<file path="src/rtl/button_cond_pkg.sv">
// button_cond_pkg: FSM state encodings and 24 MHz timing defaults
// shared by the push-button workshop blocks.
package button_cond_pkg;

   localparam logic [1:0] ST_IDLE      = 2'd0;
   localparam logic [1:0] ST_DEB_PRESS = 2'd1;
   localparam logic [1:0] ST_HELD      = 2'd2;
   localparam logic [1:0] ST_DEB_REL   = 2'd3;

   typedef enum logic [1:0] {
      S_IDLE      = ST_IDLE,
      S_DEB_PRESS = ST_DEB_PRESS,
      S_HELD      = ST_HELD,
      S_DEB_REL   = ST_DEB_REL
   } btn_state_t;

   localparam int unsigned CLK_HZ = 24_000_000;
   // 10 ms debounce window and 1 s long-press hold
   localparam int unsigned DEF_DEBOUNCE_CYCLES = CLK_HZ / 100;
   localparam int unsigned DEF_LONG_CYCLES     = CLK_HZ;

endpackage

</file>
<file path="src/rtl/sync_2ff.sv">
// sync_2ff: two-flop synchroniser for an asynchronous input pin.
// Ports: i_clk, i_rst_n (async low), i_d (async in), o_q (synchronised).
module sync_2ff (
   input  logic i_clk,
   input  logic i_rst_n,
   input  logic i_d,
   output logic o_q
);

   logic r_meta;
   logic r_q;

   always_ff @(posedge i_clk or negedge i_rst_n) begin
      if (!i_rst_n) begin
         r_meta <= 1'b0;
         r_q    <= 1'b0;
      end else begin
         r_meta <= i_d;
         r_q    <= r_meta;
      end
   end

   assign o_q = r_q;

endmodule

</file>
<file path="src/rtl/button_cond.sv">
// button_cond: debounced push-button with press/release/long-press pulses.
// Ports: i_clk, i_rst_n (async low), i_btn (raw pin), o_level (debounced),
// o_press/o_release/o_long (one-cycle pulses).
// Option: define BUTTON_COND_LONG_PRESS_EN to build the long-press counter.
module button_cond
   import button_cond_pkg::*;
#(
   parameter int unsigned P_DEBOUNCE_CYCLES = DEF_DEBOUNCE_CYCLES,
   parameter int unsigned P_LONG_CYCLES     = DEF_LONG_CYCLES,
   parameter bit          P_ACTIVE_LOW      = 1'b0
) (
   input  logic i_clk,
   input  logic i_rst_n,
   input  logic i_btn,
   output logic o_level,
   output logic o_press,
   output logic o_release,
   output logic o_long
);

   if (P_DEBOUNCE_CYCLES < 1 || P_LONG_CYCLES < 1) begin : g_cfg_err
      $error("button_cond: cycle parameters must be >= 1");
   end

   localparam int DW = $clog2(P_DEBOUNCE_CYCLES + 1);
   localparam logic [DW-1:0] DEB_LAST = DW'(P_DEBOUNCE_CYCLES - 1);

   logic       w_raw;
   logic       w_s_btn;
   logic       w_rel_side;
   logic       w_new_lvl;
   logic       w_acc;

   btn_state_t    r_state;
   logic [DW-1:0] r_deb_cnt;
   logic          r_level;
   logic          r_press;
   logic          r_release;

   assign w_raw = P_ACTIVE_LOW ? ~i_btn : i_btn;

   sync_2ff u_sync (
      .i_clk   (i_clk),
      .i_rst_n (i_rst_n),
      .i_d     (w_raw),
      .o_q     (w_s_btn)
   );

   // The cycle that first sees the new level in IDLE/HELD counts as
   // sample one, so r_deb_cnt holds samples already seen and the
   // P-th consecutive sample is accepted when it equals P-1.
   assign w_rel_side = (r_state == S_HELD) || (r_state == S_DEB_REL);
   assign w_new_lvl  = w_s_btn ^ w_rel_side;
   assign w_acc      = w_new_lvl && (r_deb_cnt == DEB_LAST);

   always_ff @(posedge i_clk or negedge i_rst_n) begin
      if (!i_rst_n) begin
         r_state   <= S_IDLE;
         r_deb_cnt <= '0;
         r_level   <= 1'b0;
         r_press   <= 1'b0;
         r_release <= 1'b0;
      end else begin
         r_press   <= 1'b0;
         r_release <= 1'b0;
         unique case (r_state)
            S_IDLE, S_DEB_PRESS: begin
               if (!w_s_btn) begin
                  r_state   <= S_IDLE;
                  r_deb_cnt <= '0;
               end else if (w_acc) begin
                  r_state   <= S_HELD;
                  r_deb_cnt <= '0;
                  r_level   <= 1'b1;
                  r_press   <= 1'b1;
               end else begin
                  r_state   <= S_DEB_PRESS;
                  r_deb_cnt <= r_deb_cnt + DW'(1);
               end
            end
            S_HELD, S_DEB_REL: begin
               if (w_s_btn) begin
                  r_state   <= S_HELD;
                  r_deb_cnt <= '0;
               end else if (w_acc) begin
                  r_state   <= S_IDLE;
                  r_deb_cnt <= '0;
                  r_level   <= 1'b0;
                  r_release <= 1'b1;
               end else begin
                  r_state   <= S_DEB_REL;
                  r_deb_cnt <= r_deb_cnt + DW'(1);
               end
            end
            default: begin
               r_state   <= S_IDLE;
               r_deb_cnt <= '0;
            end
         endcase
      end
   end

   assign o_level   = r_level;
   assign o_press   = r_press;
   assign o_release = r_release;

`ifdef BUTTON_COND_LONG_PRESS_EN
   localparam int LW = $clog2(P_LONG_CYCLES + 1);
   localparam logic [LW-1:0] LONG_LAST = LW'(P_LONG_CYCLES - 1);
   localparam logic [LW-1:0] LONG_MAX  = LW'(P_LONG_CYCLES);

   logic [LW-1:0] r_long_cnt;
   logic          r_long;

   // Counts while pressed (glitches included), saturates at P so the
   // pulse fires once; an accepted release clears it before it fires.
   always_ff @(posedge i_clk or negedge i_rst_n) begin
      if (!i_rst_n) begin
         r_long_cnt <= '0;
         r_long     <= 1'b0;
      end else begin
         r_long <= 1'b0;
         if (!w_rel_side || w_acc) begin
            r_long_cnt <= '0;
         end else if (r_long_cnt != LONG_MAX) begin
            r_long_cnt <= r_long_cnt + LW'(1);
            r_long     <= (r_long_cnt == LONG_LAST);
         end
      end
   end

   assign o_long = r_long;
`else
   assign o_long = 1'b0;
`endif

endmodule

</file>
<file path="config.mk">
export PLATFORM = sky130hd
export DESIGN_NAME = button_cond
export DESIGN_NICKNAME = d
export VERILOG_FILES = /design/src/rtl/button_cond_pkg.sv /design/src/rtl/sync_2ff.sv /design/src/rtl/button_cond.sv
export SDC_FILE = /design/constraint.sdc
export NUM_CORES = 1
export LEC_CHECK = 0
export BUFFER_PORTS_ARGS = -buffer_cell sky130_fd_sc_hd__buf_2
export CAP_MARGIN = 25
export CORE_ASPECT_RATIO = 1.5
export CORE_MARGIN = 4
export CORE_UTILIZATION = 55
export DETAILED_ROUTE_END_ITERATION = 8
export PLACE_DENSITY = 0.76
export SYNTH_ARGS = -nofsm -noshare
export SYNTH_HDL_FRONTEND = slang
export SYNTH_SLANG_ARGS = --single-unit
export TNS_END_PERCENT = 30
</file>
<file path="constraint.sdc">
create_clock -name i_clk -period 2.8 [get_ports i_clk]
set_input_delay 0.14 -clock i_clk [delete_from_list [all_inputs] [get_ports i_clk]]
set_output_delay 0.14 -clock i_clk [all_outputs]
set_load 0.05 [all_outputs]
</file>
==> results of run 1 <==
stage by stage:
| step | hold slack (ns) | area [µm²] |
|---|---|---|
| 2_1_floorplan | -0.156 | 1140 |
| 3_3_place_gp | 0.134 | 1160 |
| 3_5_place_dp | 0.142 | 1160 |
| 4_1_cts | 0.320 | 1220 |
| 5_1_grt | 0.352 | 1220 |
| 6_report | 0.309 | 1220 |
area by class of cell:
type                            instances  area, µm²  share of cell area (%)
Sequential cell                        24        601                    49.2
Multi-Input combinational cell         79        505                    41.4
Timing Repair Buffer                    7       45.0                    3.69
Clock buffer                            4       36.3                    2.97
Tap cell                               21       26.3                    2.15
Inverter                                2       7.51                   0.615
path summary, 6_finish.rpt:
check                                         from                     end  slack [ns]  depth (start not counted)
hold reg to reg            u_sync.r_meta$_DFF_PN0_    u_sync.o_q$_DFF_PN0_        0.37                          0
setup / recovery            r_deb_cnt[9]$_DFF_PN0_  r_deb_cnt[8]$_DFF_PN0_        0.73                          4
hold / removal                             i_rst_n  r_deb_cnt[6]$_DFF_PN0_        0.31                          2
min in group i_clk         u_sync.r_meta$_DFF_PN0_    u_sync.o_q$_DFF_PN0_        0.37                          0
max in group asynchronous                  i_rst_n  r_deb_cnt[8]$_DFF_PN0_        2.14                          2
setup reg to reg            r_deb_cnt[9]$_DFF_PN0_  r_deb_cnt[8]$_DFF_PN0_        0.73                          4
kinds of logic after synthesis:
| kind of cell | Yosys count | synth area share, % |
|---|---|---|
| compound gates | 9 | 5.84 |
| other cells | 1 | 0.330 |
| buf+inv | 5 | 2.64 |
| flops | 24 | 52.9 |
| simple gates | 53 | 25.7 |
| fa+ha+maj | 1 | 1.10 |
| xor+xnor | 15 | 11.6 |
placed cells by master (no fill, tap or decap), types with 4 or more instances in the layout:
| cell type | Yosys | layout |
|---|---|---|
| dfrtp_1 | 24 | 24 |
| xor2_1 | 10 | 10 |
| buf_2 | 0 | 5 |
| nand3_1 | 8 | 8 |
| nand4_1 | 5 | 5 |
| nand2_1 | 4 | 4 |
| nor2_1 | 17 | 17 |
| xnor2_1 | 5 | 5 |
flip-flops by register name, indices dropped and copies added (netlist names):
name           cells
r_state            1
u_sync.r_meta      1
r_deb_cnt         18
o_press            1
u_sync.o_q         1
o_release          1
o_level            1
per-layer routing:
metal	vias to the layer above	wire [µm]	global-route usage, %
met1	411	863	21.0
met5	-	0	0
met4	0	54	8.42
met2	18	1190	31.4
li1	391	-	-
met3	6	67	3.70
report_power, final:
part / leakage (nW) / total [W] / internal, W / switching [W]
logic: 0.186 / 0.0000245 / 0.00000720 / 0.0000173
clock network: 0.0210 / 0.000180 / 0.0000795 / 0.000101
registers: 0.328 / 0.000356 / 0.000351 / 0.00000486
total: 0.536 / 0.000561 / 0.000438 / 0.000123
timing repair:
action,4_1_cts,5_1_grt
buffers inserted,0,0
endpoints found under the setup margin,0,0
hold buffers,2,0
hold endpoints to repair,25,0
worst max-delay path, cell delays in order, from the launching register on:
cell and delay (ns):
dfrtp_1 0.44, or4b_1 0.54, or4_4 0.47, o21ai_4 0.40
nor2_1 0.10
==> flow_summary.yaml, run 1 <==
run_status:
  status: "finished, final reports clean"
synth:
  synth_flop_cell: "dfrtp_1"
  yosys.area.top_type: "dfrtp_1"
  ys_ff_latch: 24
  synth.top_cells.by_area: "dfrtp_1, xor2_1, nor2_1, xnor2_1, nand3_1"
  yosysWarnings: 0
  ys_seq_area_share_pct: 52.9
  synth.net_count: 112
  synth.most_common_cell: "dfrtp_1"
  syn_area_um2: 1140
  synth_edf_count: 0
  syn_area_per_cell_um2: 10.5
  async_flop_share_pct: 100
  postSynthCellCount: 108
  synth_common_cells: "dfrtp_1, nor2_1, xor2_1"
  synth_cell_types: 32
  synth_top_area_share_pct: 52.9
timing:
  hold_violations: 0
  worst_slack_ns: 0.726
  rsz0062_at_grt: "no"
  finalSetupViolCount: 0
  fmax_mhz: 482
  drv_slew: 0
  worstMarginPinSlew_ns: 0.518
  period_share_pct: 74.1
  period_needed_ns: 2.07
  tns_ns: 0
  slew_headroom_pct: 65.5
  clock_skew_ns: 0.00375
global_route:
  grt.overflow.total: 0
  grt_usage_pct: 18.4
  antenna_found_initial: 0
  grt_max_degree: 25
  grt_pass1_vias: 895
  grt_pass1_wl_mm: 3.96
floorplanning:
  die_area_um2: 2870
  start_util_pct: 59.7
  num_io_pins: 7
  die-height_um: 63.7
  die_w_um: 45.1
  rows: 19
  coreArea_um2: 1900
placement:
  dp_hpwl_mm: 1.59
  pre_cts_ws_ns: 0.741
  gp_congestion: 0.799
  dp.cells: 131
  portBuffers: 5
run:
  max_cap_viol_count: 0
routing:
  first_pass_iters: 4
  drt_iter0_drc: 35
  drc: 0
  num_vias: 826
  wl_per_cell_um: 15.9
  via_per_inst: 6.03
  antenna_left: 0
  drt_wl_total_mm: 2.18
pwr:
  finalPower_w: 0.000561
  p_leak_nw: 0.536
  powerDensity_nw_per_um2: 460
  vdd_ir_drop_max_uv: 290
clock_network:
  cts_buffers: 3
  clockRootBuffer: "clkbuf_4"
  clk_pin_slew_worst_paths_ns: 0.13
  cts_tree: "done"
  clock-sinks: 24
  cts.htree.levels: 1
  clk_path_buf_depth: 2
  clk_latency_ns: 0.31
  cts-resized-gates: 0
layout:
  utilization_pct: 64.2
  fill_cells: 150
  syn2layout_area_growth_pct: 7.49
  nets: 121
  diodes: 0
  instances_no_fill: 137
  final_layout_size_suffix_gt1_share_pct: 10.3
critical_path:
  crit_type: "reg2reg"
  worstPathArrival_ns: 2.27
  cp_max_fo: 17
  cp-end-kind: "flop"
  critPathRequiredTime_ns: 3.00
  startpoint_type: "flop"
hold_path:
  hp-class: "in2async"
Note: power is estimated with default switching activity, not from simulation.
==> inputs of run 2 (changes only) <==
- ABC_AREA: not set -> 1
- clock period: 2.8 -> 2 ns (I/O delays scaled with it)
==> flow_summary.yaml, run 2 <==
run_status:
  status: "finished, final reports clean"
synth:
  synth.top_cells.by_area: "dfrtp_1, nor2_1, nand2_1, inv_1, xor2_1"
  synth_flop_cell: "dfrtp_1"
  synth_xor_area_share_pct: 7.87
  yosysWarnings: 0
  postSynthCellCount: 151
  async_flop_share_pct: 100
  synth.most_common_cell: "nor2_1"
  ys_seq_area_share_pct: 49.0
  ys_ff_latch: 24
  syn_area_per_cell_um2: 8.11
  synth.net_count: 155
  synth_top_area_share_pct: 49.0
  synth_cell_types: 24
  syn_area_um2: 1220
  synthMuxAreaShare_pct: 0
  synth_top_family_by_area: "simple AND/OR/NAND/NOR gates"
  synthAdderAreaFrac_pct: 1.02
  synth_common_cells: "nor2_1, nand2_1, dfrtp_1"
  yosys.area.top_type: "dfrtp_1"
  synth_compound_area_share_pct: 1.23
  synth_edf_count: 0
  synthSimpleGateAreaFrac_pct: 33.2
layout:
  finalInstanceArea_um2: 1320
  largest_register_ffs: 18
  syn2layout_area_growth_pct: 7.35
  nets: 165
  final_layout_size_suffix_gt1_share_pct: 11.3
  final_common_cell: "nor2_1"
  instances_no_fill: 182
  fill_cells: 179
  diodes: 0
  largest_register: "r_deb_cnt"
  layout_common_cells: "nor2_1, nand2_1, dfrtp_1, inv_1, nand3_1"
critical_path:
  cp_max_fo: 5
  startpoint_type: "flop"
  cp-end-kind: "flop"
  critPathRequiredTime_ns: 2.22
  crit_type: "reg2reg"
  worstPathArrival_ns: 1.75
clock_network:
  clk_path_buf_depth: 2
  cts.htree.levels: 1
  cts-resized-gates: 0
  clk_latency_ns: 0.32
  cts_buffers: 3
  clock-sinks: 24
  clk_pin_slew_worst_paths_ns: 0.13
  clockRootBuffer: "clkbuf_4"
  cts_tree: "done"
placement:
  dp.cells: 176
  dp_hpwl_mm: 1.61
  place_area_um2: 1260
  portBuffers: 5
  pre_cts_ws_ns: 0.508
  gp_congestion: 0.881
global_route:
  grt.overflow.total: 0
  grt_max_degree: 25
  grt_pass1_vias: 939
  grt_usage_pct: 16.9
  antenna_found_initial: 0
  grt_pass1_wl_mm: 3.79
routing:
  first_pass_iters: 4
  drt_iter0_drc: 11
  drt_wl_total_mm: 2.16
  num_vias: 946
  wl_per_cell_um: 11.9
  via_per_inst: 5.20
  drc: 0
  antenna_left: 0
timing:
  period_share_pct: 76.5
  hold_violations: 0
  finalSetupViolCount: 0
  clock_skew_ns: 0.00608
  worst_slack_ns: 0.469
  rsz0062_at_grt: "no"
  tns_ns: 0
  drv_slew: 0
  slew_headroom_pct: 66.6
  worstMarginPinSlew_ns: 0.501
  fmax_mhz: 653
  period_needed_ns: 1.53
floorplanning:
  coreArea_um2: 2080
  rows: 20
  die_w_um: 46.5
  start_util_pct: 59.0
  die-height_um: 65.8
  num_io_pins: 7
  die_area_um2: 3060
hold_path:
  hp-class: "in2async"
run:
  max_cap_viol_count: 0
pwr:
  vdd_ir_drop_max_uv: 437
  p_leak_nw: 0.591
  powerDensity_nw_per_um2: 599
## run 2: power by group
group          internal [W]  total [W]  switching, W
Clock              0.000111   0.000254      0.000143
Sequential         0.000492   0.000497    0.00000513
Combinational     0.0000107  0.0000360     0.0000253
Total              0.000614   0.000787      0.000173
## run 2: final timing paths
path,start,end,slack (ns),cells past startpoint
hold reg to reg,u_sync.r_meta$_DFF_PN0_,u_sync.o_q$_DFF_PN0_,0.38,0
max in group asynchronous,i_rst_n,u_sync.o_q$_DFF_PN0_,1.40,2
setup / recovery,r_deb_cnt[0]$_DFF_PN0_,r_deb_cnt[10]$_DFF_PN0_,0.47,7
hold / removal,i_rst_n,r_deb_cnt[13]$_DFF_PN0_,0.26,2
min in group i_clk,u_sync.r_meta$_DFF_PN0_,u_sync.o_q$_DFF_PN0_,0.38,0
setup reg to reg,r_deb_cnt[0]$_DFF_PN0_,r_deb_cnt[10]$_DFF_PN0_,0.47,7
## run 2: cell families after synthesis
family	after synthesis
flops	24
simple gates	90
buf+inv	21
fa+ha+maj	1
compound gates	3
xor+xnor	11
other cells	1
## run 2: critical path: stages, from the launching register on
cell and delay, ns:
dfrtp_1 0.41, ha_1 0.21, nand3_2 0.14, inv_1 0.08, nand2_1 0.09, nor2_1 0.26, xor2_1 0.19, nor2_1 0.05
## run 2: what timing repair did
action                    CTS  global route
hold buffers                2             0
setup buffers               0             0
hold endpoints to repair   25             0
## run 2: metrics by stage
| step | total power (W) | utilization, % | hold WS [ns] |
|---|---|---|---|
| finish | 0.000787 | 63.3 | 0.260 |
| global route | 0.000818 | 63.3 | 0.320 |
| CTS | 0.000791 | 63.3 | 0.290 |
| detailed placement | 0.000541 | 60.6 | 0.105 |
| global placement | 0.000539 | 60.6 | 0.0901 |
| floorplan | 0.000529 | - | -0.196 |
## run 2: routing by layer
| metal | GRT usage [%] | vias up | wire length [µm] |
|---|---|---|---|
| li1 | - | 478 | - |
| met1 | 17.9 | 440 | 872 |
| met2 | 30.7 | 19 | 1160 |
| met3 | 2.18 | 9 | 64 |
| met4 | 8.19 | 0 | 65 |
| met5 | 0 | - | 0 |
## run 2: layout make-up
cell class	instances	area [µm²]	area share (%)
sequential	24	601	45.7
multi-input combinational	106	534	40.6
inverter	19	71.3	5.42
timing repair buffer	7	45.0	3.43
clock buffer	4	36.3	2.76
tap	22	27.5	2.09
